==> config.mk <==
export PLATFORM = sky130hd
export DESIGN_NAME = demux_1x4_tdm
export DESIGN_NICKNAME = d
export VERILOG_FILES = /design/src/rtl/demux_defs_pkg.sv /design/src/rtl/demux_lane_reg.sv /design/src/rtl/demux_1x4_tdm.sv
export SDC_FILE = /design/constraint.sdc
export NUM_CORES = 1
export LEC_CHECK = 0
export CAP_MARGIN = 5
export CORE_ASPECT_RATIO = 1.25
export CORE_MARGIN = 1
export CORE_UTILIZATION = 47
export DETAILED_ROUTE_END_ITERATION = 16
export PLACE_DENSITY = 0.79
export SYNTH_ARGS = -nofsm -noshare
export SYNTH_HDL_FRONTEND = slang
export SYNTH_SLANG_ARGS = --single-unit
==> constraint.sdc <==
create_clock -name clk -period 3 [get_ports clk]
set_input_delay 0.6 -clock clk [delete_from_list [all_inputs] [get_ports clk]]
set_output_delay 0.6 -clock clk [all_outputs]
set_load 0.005 [all_outputs]
==> src/rtl/demux_defs_pkg.sv <==
// Shared definitions for the 1:4 time-division demultiplexer.
package demux_defs_pkg;

  localparam int NUM_LANES = 4;
  localparam int SEL_W     = 2;

  // Round-robin alignment state: HUNT discards beats until a frame start,
  // LOCK rotates through the lanes.
  typedef enum logic {
    HUNT = 1'b0,
    LOCK = 1'b1
  } demux_state_e;

  localparam logic MODE_ADDR = 1'b0;
  localparam logic MODE_RR   = 1'b1;

endpackage

==> src/rtl/demux_lane_reg.sv <==
// One valid/ready register stage for a single output lane.
// Handshake: a beat transfers on any rising edge where valid & ready are both 1;
// the producer side (load) is only asserted by the parent when the stage is empty
// or draining in the same cycle, so a held beat is never overwritten.
module demux_lane_reg #(
  parameter int WIDTH = 8
) (
  input  logic             clk,
  input  logic             rst,
  input  logic             load,
  input  logic [WIDTH-1:0] load_data,
  input  logic             ready,
  output logic             valid,
  output logic [WIDTH-1:0] data
);

  logic             valid_q, valid_d;
  logic [WIDTH-1:0] data_q, data_d;

  // Next-state: a load wins over a drain, so drain+refill keeps valid high.
  always_comb begin
    valid_d = valid_q;
    data_d  = data_q;
    if (load) begin
      valid_d = 1'b1;
      data_d  = load_data;
    end else if (valid_q && ready) begin
      valid_d = 1'b0;
    end
  end

  // Lane register with asynchronous clear.
  always_ff @(posedge clk or posedge rst) begin
    if (rst) begin
      valid_q <= 1'b0;
      data_q  <= '0;
    end else begin
      valid_q <= valid_d;
      data_q  <= data_d;
    end
  end

  assign valid = valid_q;
  assign data  = data_q;

endmodule

==> src/rtl/demux_1x4_tdm.sv <==
// 1:4 time-division demultiplexer with addressed and frame-aligned round-robin
// routing. Handshake: the input beat transfers when in_valid & in_ready; each
// lane k transfers when out_valid[k] & out_ready[k]. in_ready depends
// combinationally on out_ready of the target lane.
module demux_1x4_tdm
  import demux_defs_pkg::*;
#(
  parameter int WIDTH = 8,
  parameter int CNT_W = 16
) (
  input  logic                       clk,
  input  logic                       rst,
  input  logic                       mode,
  input  logic                       in_valid,
  output logic                       in_ready,
  input  logic [WIDTH-1:0]           in_data,
  input  logic [1:0]                 in_sel,
  input  logic                       in_sof,
  output logic [NUM_LANES-1:0]       out_valid,
  input  logic [NUM_LANES-1:0]       out_ready,
  output logic [NUM_LANES*WIDTH-1:0] out_data,
  output logic [1:0]                 rr_ptr,
  output logic                       sync_err,
  output logic [CNT_W-1:0]           drop_cnt,
  output logic                       dbg_state
);

  demux_state_e       state_q, state_d, cur_state;
  logic [SEL_W-1:0]   rr_ptr_q, rr_ptr_d, cur_ptr;
  logic [CNT_W-1:0]   drop_cnt_q, drop_cnt_d;
  logic               sync_err_q, sync_err_d;
  logic               mode_q, mode_d;

  logic               mode_change;
  logic               hunt_drop;
  logic [SEL_W-1:0]   tgt;
  logic               accept;
  logic [NUM_LANES-1:0] lane_load;

  // Lane-select decode and accept rule. A mode change is seen as an immediate
  // return to HUNT with pointer 0, so the change-cycle beat follows the new mode.
  always_comb begin
    mode_change = (mode != mode_q);
    cur_state   = mode_change ? HUNT : state_q;
    cur_ptr     = mode_change ? '0 : rr_ptr_q;
    hunt_drop   = (mode == MODE_RR) && (cur_state == HUNT) && !in_sof;
    if (mode == MODE_ADDR) begin
      tgt = in_sel;
    end else if ((cur_state == HUNT) || in_sof) begin
      tgt = '0;
    end else begin
      tgt = cur_ptr;
    end
    in_ready  = hunt_drop | ~out_valid[tgt] | out_ready[tgt];
    accept    = in_valid & in_ready;
    lane_load = '0;
    if (accept && !hunt_drop) begin
      lane_load[tgt] = 1'b1;
    end
  end

  // Round-robin FSM next state, pointer, drop counter and sync error.
  always_comb begin
    state_d    = cur_state;
    rr_ptr_d   = cur_ptr;
    drop_cnt_d = drop_cnt_q;
    sync_err_d = 1'b0;
    mode_d     = mode;
    if ((mode == MODE_RR) && accept) begin
      case (cur_state)
        HUNT: begin
          if (in_sof) begin
            rr_ptr_d = 2'd1;
            state_d  = LOCK;
          end else if (!(&drop_cnt_q)) begin
            drop_cnt_d = drop_cnt_q + {{(CNT_W-1){1'b0}}, 1'b1};
          end
        end
        LOCK: begin
          if (in_sof) begin
            // Frame start always realigns to lane 0; flag it if unexpected.
            rr_ptr_d   = 2'd1;
            sync_err_d = (cur_ptr != '0);
          end else begin
            rr_ptr_d = cur_ptr + 2'd1;
          end
        end
        default: state_d = HUNT;
      endcase
    end
  end

  // Control state registers.
  always_ff @(posedge clk or posedge rst) begin
    if (rst) begin
      state_q    <= HUNT;
      rr_ptr_q   <= '0;
      drop_cnt_q <= '0;
      sync_err_q <= 1'b0;
      mode_q     <= MODE_ADDR;
    end else begin
      state_q    <= state_d;
      rr_ptr_q   <= rr_ptr_d;
      drop_cnt_q <= drop_cnt_d;
      sync_err_q <= sync_err_d;
      mode_q     <= mode_d;
    end
  end

  for (genvar k = 0; k < NUM_LANES; k++) begin : g_lane
    demux_lane_reg #(.WIDTH(WIDTH)) u_lane (
      .clk       (clk),
      .rst       (rst),
      .load      (lane_load[k]),
      .load_data (in_data),
      .ready     (out_ready[k]),
      .valid     (out_valid[k]),
      .data      (out_data[k*WIDTH +: WIDTH])
    );
  end

  assign rr_ptr    = rr_ptr_q;
  assign sync_err  = sync_err_q;
  assign drop_cnt  = drop_cnt_q;
  assign dbg_state = state_q;

endmodule

==> metrics.md, run 1 <==
| Metric | Value |
|---|---|
| Die width | 68.7 um |
| CP max-delay cell | clkdlybuf4s50_1 |
| Inst Count DP | 360 |
| Clock Sinks | 57 |
| Site row count | 30 |
| Top delay family on crit path | buffers and inverters |
| IO buf count | 75 |
| # nets final | 328 |
| Detail Route Antenna Nets | 0 |
| Synth Area in Compound Gates | under 10% |
| Cells after Synth | ~210 |
| Lkg Pwr | roughly 0.0016 uW |
| Initial antenna violation count | 0 |
| Clock Tree Buf Depth | 2 |
| Tot Pwr | 2310 uW |
| Adder-Cell Fraction of Synth Area | 0.957% |
| Final Max Tran Viols | 0 |
| Critical-path cell list | clkdlybuf4s50_1, and2b_2, a211o_1, o211a_1, or3_4, dlygate4sd2_1 |
| Cell taking the most area after synthesis | dfrtp_1 |
| Max stage delay on crit path | approximately 0.43 ns |
| Max cap viols | 0 |
| Fillcell total | 418 |
| Global-route wire length before repair | roughly 9.4 mm |
| Final GP Congestion | about 0.9 |
| Worst Path Buf+Inv | 2 |
| Cell count along the critical path | 6 |
| Yosys cell types | 45 |
| YS warnings | 0 |
| Die area | approximately 6000 sq um |
| CTS root buffer | clkbuf_8 |
| Outcome | complete, no violations |
| Min Tclk post-route | 2.89 ns |
| Max Freq | between 300 and 400 MHz |
| Final Hold Fails | 0 |
| DR pass1 iterations | 6 |
| Vias in the first global route | a little over 2,000 |
| Post-synth EDFFs | 0 |
| Tcrit/Tclk final | between 90 and 100% |
| TritonCTS clock tree | done |
| Final core utilization | roughly 69% |
| RR Endpoint | g_lane[3].u_lane.data[0] |
| Worst-path clk slew | ~0.060 ns |
| Initial DRC Count | 90 |
| R2R cell count | 7 |
| Share of cells above drive strength 1 | 27.2% |
| GRT Total Usage | ~22% |
| #FFs+latches synth | 57 |
| Reg2reg start | mode_q |
| GRT overflow | 0 |
| Vias | 1,978 |
| CORE AREA | 5410 sq um |
| Maximum resistive drop on vdd | approximately 0.43 mV |
| Largest net degree at the start of global routing | just under 60 |
| Worst-path fanout max | 4 |
| CTS buffer count | 9 |
| Clock Latency Late Sink | around 0.34 ns |
| Clock Skews | around 0.006 ns |
| Synth Net Count | 230 |
| I/O pins | between 70 and 80 |
| Worst reg-to-reg setup slack | roughly 0.65 ns |
| Synth Flop Type | dfrtp_1 |
| CP Capture Point | in_ready |
| Post-Synth Simple-Gate Area | a little under an eighth |
| Avg Inst Size Synth | around 13 sq um |
| Routed WL | 5.79 mm |
| # diodes | 0 |
| Hpwl dp | between 4 and 5 mm |
| CP Data Required Time | 2.40 ns |
| Mux share of post-synthesis cell area | 15.0% |
| H-tree levels | 3 |
| Worst-Margin Slew | approximately 0.71 ns |
| Worst setup path start | in_sel[0] |
| Top post-synthesis cells by area | dfrtp_1, mux2_2, xnor2_1, nand2_1, xor2_1 |
| Pwr dens | slightly above 600 nW/um^2 |
| Via density | between 5 and 6 |
| Area Overhead vs Synth | 43.3% |
| RSZ-0062 raised after global routing | false |
| Setup-failing EPs final | 0 |
| Largest family of logic cells by synthesized area | multiplexers |
| Final non-filler cell total | roughly 380 |
| Startpoint Class | primary input |
| Syn Std Cell Area | between 2000 and 3000 sq um |
| Data arrival time of the critical path | 2.29 ns |
| Hold Crit Class | flop to flop |
| Hold_sp | drop_cnt[14] |
| Yosys top cell area share | 54.5% |
| Asr flop ratio synth | 100% |
| Seq/Total Area, Yosys | ~55% |
| Class of the most critical setup path | primary input to output pin |
| Post-Synth XOR/XNOR Area | under 10% |
| Setup_tns | 0 ns |
| Drt wl/cell | about 15 um |
| Post-CTS Setup Bufs | 0 |
| Worst setup EP type | output pin |
| Die span in y | around 85 um |
| Slew HR | between 50% and 60% |
| DRC Markers | 0 |
| Initial Util | 48.4% |
[what timing repair did]
item / 4_1_cts / 5_1_grt
gates resized for setup: 5 / 2
hold buffers: 0 / 0
endpoints found under the setup margin: 1 / 1
pin swaps: 1 / 0
[sequential cells by signal (all words and copies together) (netlist names)]
| name | flops |
|---|---|
| dbg_state | 1 |
| drop_cnt | 16 |
| g_lane.u_lane.data | 32 |
| g_lane.u_lane.valid | 4 |
| mode_q | 1 |
| rr_ptr | 2 |
| sync_err | 1 |
[power by group]
group          internal (uW)  switching, uW
Clock                    365            299
Combinational            425            200
Sequential               920            103
Total                   1710            601
[per-layer routing]
layer  up-vias  part of all wire, %  routed length [um]  global-route usage, %
li1        934                    -                   -                      -
met1       988                   39                2270                   25.0
met2        46                   55                3170                   38.4
met3        10                  4.1                 237                   7.39
met4         0                  1.9                 112                   8.72
met5         -                    0                   0                      0
[worst min-delay path by stage]
| stage | end | slack (ns) | cells after the start |
|---|---|---|---|
| 3_3_place_gp | drop_cnt[15] | 0.48 | 1 |
| 6_report | drop_cnt[14] | 0.50 | 1 |
| 4_1_cts | drop_cnt[14] | 0.50 | 1 |
| 5_1_grt | g_lane[0].u_lane.data[0] | 0.52 | 1 |
| 3_5_place_dp | drop_cnt[14] | 0.49 | 1 |
| 2_1_floorplan | g_lane[0].u_lane.valid | 0.47 | 2 |
[synthesized netlist by cell type (3+ instances only)]
| cell type | count |
|---|---|
| nor4_1 | 5 |
| xnor2_1 | 11 |
| nor2_1 | 6 |
| o21ai_0 | 5 |
| nor3_1 | 3 |
| nand4_1 | 5 |
| inv_1 | 10 |
| nand2_1 | 16 |
| nand3_1 | 7 |
| xor2_1 | 6 |
| dfrtp_1 | 57 |
| mux2_2 | 33 |
| buf_4 | 4 |
[final cells by class]
type                    count  area (sq um)  share of cell area (%)
well taps                  64          80.1                    2.14
flip-flops and latches     57          1430                    38.1
inverters                  10          37.5                    1.00
multi-input cells         132          1080                    28.9
repair buffers             97           928                    24.8
clock buffers              12           165                    4.41
clock inverters             4          26.3                   0.701
[through the flow]
| step | area, sq um | setup WS [ns] | hold slack (ns) |
|---|---|---|---|
| 5_1_grt | 3750 | 0.0603 | 0.522 |
| 3_5_place_dp | 3530 | -0.237 | 0.487 |
| 2_1_floorplan | 2620 | 0.723 | 0.466 |
| 4_1_cts | 3740 | 0.0259 | 0.499 |
| 3_3_place_gp | 3530 | -0.168 | 0.483 |
| 6_report | 3750 | 0.109 | 0.499 |
[cell families (layout without fill, tap and decap cells)]
logic type                 after synthesis  in the layout
adders and majority gates                2              2
buffers and inverters                   20            123
DFF                                     57             57
and+or+nand+nor                         55             55
AOI/OAI and AO/OA                       23             23
muxes                                   35             35
xor gates and xnor gates                17             17
[placed cells by master (no fill, tap or decap), types with 2 or more instances in the layout]
cell type / instances
inv_1: 9
nor4_1: 5
xor2_1: 6
nor3_1: 3
o21ai_0: 5
ha_1: 2
mux2i_1: 2
nand3_1: 7
nand2_1: 16
a21oi_1: 2
nand2b_1: 2
dlygate4sd2_1: 2
a211oi_2: 2
mux2_2: 33
xnor2_1: 11
nor2_1: 6
o311ai_0: 2
dfrtp_1: 57
buf_4: 21
nand4_1: 5
clkdlybuf4s50_1: 72
clkbuf_8: 12
clkinv_2: 2
(Power assumes the default switching activity.)
==> run 2: changes to the inputs <==
- SYNTH_HIERARCHICAL: default -> 1
==> run 2 against run 1 <==
- final cell count fell by 4.8%
- largest power group unchanged
- critical path type unchanged
- critical path depth increased by 2
- via count fell by 8.9%
==> metrics.md, run 2 <==
| Metric | Value |
|---|---|
| TritonCTS clock tree | done |
| Inst Count DP | 341 (-5.3%) |
| Outcome | complete, no violations |
| Drt wl/cell | 16.1 um (+4.7%) |
| Tcrit/Tclk final | 92.8% (-3.5 points) |
| Data arrival time of the critical path | 2.18 ns (-0.11 ns) |
| Final non-filler cell total | 358 (-4.8%) |
| R2R cell count | 7 (unchanged) |
| Min Tclk post-route | 2.78 ns (-0.106 ns) |
| Cell Int Power | 1780 uW (+4.2%) |
| Commonest non-fill, non-tap cell in the layout | clkdlybuf4s50_1 |
| #FFs+latches synth | 57 (unchanged) |
| Hpwl dp | 4.25 mm (+3.0%) |
| Share of cells above drive strength 1 | 25.5% (-1.7 points) |
| Critical-path cell list | clkdlybuf4s50_1, nand4b_4, buf_4, buf_4, mux2i_1, o221ai_2, nand2_1, dlygate4sd2_1 |
| CORE AREA | 5410 sq um (unchanged) |
| Clock Latency Late Sink | 0.33 ns (about the same) |
| Max Freq | 359 MHz (+3.8%) |
| Die width | 69.0 um (+0.35%) |
| YS warnings | 6 (+6) |
| Class of the most critical setup path | primary input to output pin |
| Hold depth | 1 (unchanged) |
| Final GP Congestion | 0.874 (-1.9%) |
| Maximum resistive drop on vdd | 0.381 mV (-11%) |
| Commonest cells in the netlist | dfrtp_1, mux2_4, inv_1 |
| Max cap viols | 0 (unchanged) |
| Worst Path Buf+Inv | 4 (+2) |
| Busiest grt layer | met2 |
| Commonest cells after routing, fill and taps aside | clkdlybuf4s50_1, dfrtp_1, mux2_4 |
| Worst reg-to-reg setup slack | 0.71 ns (+0.06 ns) |
| Initial Util | 48.7% (+0.35 points) |
| GR Util met2 | 33.5% (-4.9 points) |
| DRC Markers | 0 (unchanged) |
| CTS buffer count | 9 (unchanged) |
| RSZ-0062 raised after global routing | false |
| Setup-failing EPs final | 0 (unchanged) |
| Initial DRC Count | 93 (+3.3%) |
| Synth Flop Type | dfrtp_1 |
| Switching Share | 25.8% (-0.22 points) |
| Top delay family on crit path | buffers and inverters |
| Yosys cell types | 39 (-13%) |
| FF/Latch Area | 1430 sq um (unchanged) |
| Initial antenna violation count | 0 (unchanged) |
| Global-route wire length before repair | 9.09 mm (-3.3%) |
| Worst hold margin | 0.485 ns (-0.0143 ns) |
| Post-synth EDFFs | 0 (unchanged) |
| Syn Std Cell Area | 2630 sq um (+0.72%) |
| Clock Skews | 0.0101 ns (+0.00409 ns) |
| Final core utilization | 69.0% (-0.28 points) |
| Final Max Tran Viols | 0 (unchanged) |
| Vias | 1,801 (-8.9%) |
| GRT overflow | 0 (unchanged) |
| NetSw | 619 uW (+3.0%) |
| CP Data Required Time | 2.40 ns (about the same) |
| Hold_sp | drop_cnt[14] |
| CP max-delay cell | clkdlybuf4s50_1 |
| Final Hold Fails | 0 (unchanged) |
| Cell taking the most area after synthesis | dfrtp_1 |
| Cells after Synth | 194 (-7.2%) |
| Largest net degree at the start of global routing | 22 (-62%) |
| Detail Route Antenna Nets | 0 (unchanged) |
| Top post-synthesis cells by area | dfrtp_1, mux2_4, xnor2_1, inv_1, xor2_1 |
| Worst-path clk slew | 0.07 ns (about the same) |
| I/O pins | 76 (unchanged) |
| Yosys top cell area share | 54.2% (-0.39 points) |
| Clk pwr share | 29.7% (+1.0 points) |
| Worst-path fanout max | 2 (-2) |
| Reg2reg start | dbg_state |
| M1 GR Usage | 27.3% (+2.3 points) |
| Clock Sinks | 57 (unchanged) |
| Worst setup EP type | output pin |
| Die span in y | 85.7 um (+0.35%) |
| Routed WL | 5.77 mm (-0.35%) |
| Endpoint, Worst Hold | drop_cnt[14] |
| IO buf count | 75 (unchanged) |
| Synth Net Count | 215 (-6.5%) |
| Hold Crit Class | flop to flop |
| CTS root buffer | clkbuf_8 |
| Max reg flops | 32 (unchanged) |
| Site row count | 30 (unchanged) |
| Most common cell in the netlist | dfrtp_1 |
| Startpoint Class | primary input |
| RR Endpoint | g_lane[2].u_lane/data[5] |
| Comb pwr share | 27.1% (about the same) |
| Via density | 5.03 (-4.4%) |
| Tot Pwr | 2400 uW (+3.9%) |
| Met3 global-route usage | 6.38% (-1.0 points) |
| Area Overhead vs Synth | 41.7% |
| DR pass1 iterations | 4 (-2) |
| Worst-Margin Slew | 0.821 ns (+0.113 ns) |
| Avg Inst Size Synth | 13.6 sq um (+8.5%) |
| Place WS | -0.0253 ns (+0.212 ns) |
| Vias in the first global route | 1,867 (-7.6%) |
| Final setup margin | 0.215 ns (+0.106 ns) |
| # nets final | 310 (-5.5%) |
| Die area | 5910 sq um (+0.70%) |
| Multi-input logic area | 1110 sq um (+2.5%) |
| Pwr dens | 644 nW/um^2 (+4.3%) |
| GRT Total Usage | 21.6% (-0.77 points) |
| Fillcell total | 406 (-2.9%) |
| H-tree levels | 3 (unchanged) |
| Seq/Total Area, Yosys | 54.2% (-0.39 points) |
| Clock Tree Buf Depth | 2 (unchanged) |
| Max stage delay on crit path | 0.43 ns (about the same) |
| CP most frequent cell | buf_4 |
| Flop pwr share | 43.2% (-1.1 points) |
| Slew HR | 45.2% (-7.6 points) |
| Asr flop ratio synth | 100% (unchanged) |
| # diodes | 0 (unchanged) |
| Lkg Pwr | 0.00174 uW (+7.0%) |
## run 2: power groups by stage
stage	Clock, uW	Combinational [uW]	Sequential, uW
floorplan	0	264	1040
global placement	0	642	1050
detailed placement	0	660	1040
CTS	737	659	1040
global route	772	696	1060
finish	714	650	1040
## run 2: layout make-up
class | instances | area share (%)
sequential | 57 | 38.2
multi-input combinational | 118 | 29.7
timing repair buffer | 89 | 23.2
clock buffer | 11 | 3.79
tap | 64 | 2.15
clock inverter | 5 | 1.48
inverter | 14 | 1.41
## run 2: worst register-to-register path, stage by stage (launching register included)
cell and delay [ns]:
dfrtp_1 0.50, nand4b_4 0.13, o2111a_1 0.26, a311o_2 0.36
buf_4 0.16, nor3_1 0.17, buf_4 0.25, mux2_4 0.33
## run 2: layer usage
metal	up-vias	share of wire [%]
met2	62	48
met5	-	0
met4	0	1.7
met1	860	44
met3	11	6.2
li1	868	-
## run 2: metrics by stage
stage	setup TNS, ns	cell area [sq um]
after floorplan	0	2630
after global placement	0	3530
after detailed placement	-0.0253	3530
after CTS	0	3730
after global routing	0	3730
final	0	3730
## run 2: logic make-up (layout without fill, tap and decap cells)
family / after synthesis / count (layout) / synth area share, %
AOI/OAI and AO/OA: 22 / 22 / 6.70
DFF: 57 / 57 / 54.2
adders and majority gates: 2 / 2 / 0.950
muxes: 35 / 35 / 19.4
buffers and inverters: 19 / 119 / 3.90
xor gates and xnor gates: 15 / 15 / 4.99
and+or+nand+nor: 44 / 44 / 9.88
## run 2: repair_timing
action,CTS,global route
hold buffers,0,0
buffers inserted,1,0
setup endpoints to repair,1,0
resized for setup,2,0
## run 2: worst max-delay path by stage
stage | end | from | slack [ns] | cells past startpoint
finish | in_ready | in_sof | 0.22 | 8
global route | in_ready | in_sof | 0.14 | 8
CTS | in_ready | in_sof | 0.21 | 8
detailed placement | in_ready | in_sof | -0.03 | 6
global placement | in_ready | in_sof | 0.02 | 6
floorplan | g_lane[2].u_lane/data[0] | mode | 0.72 | 7
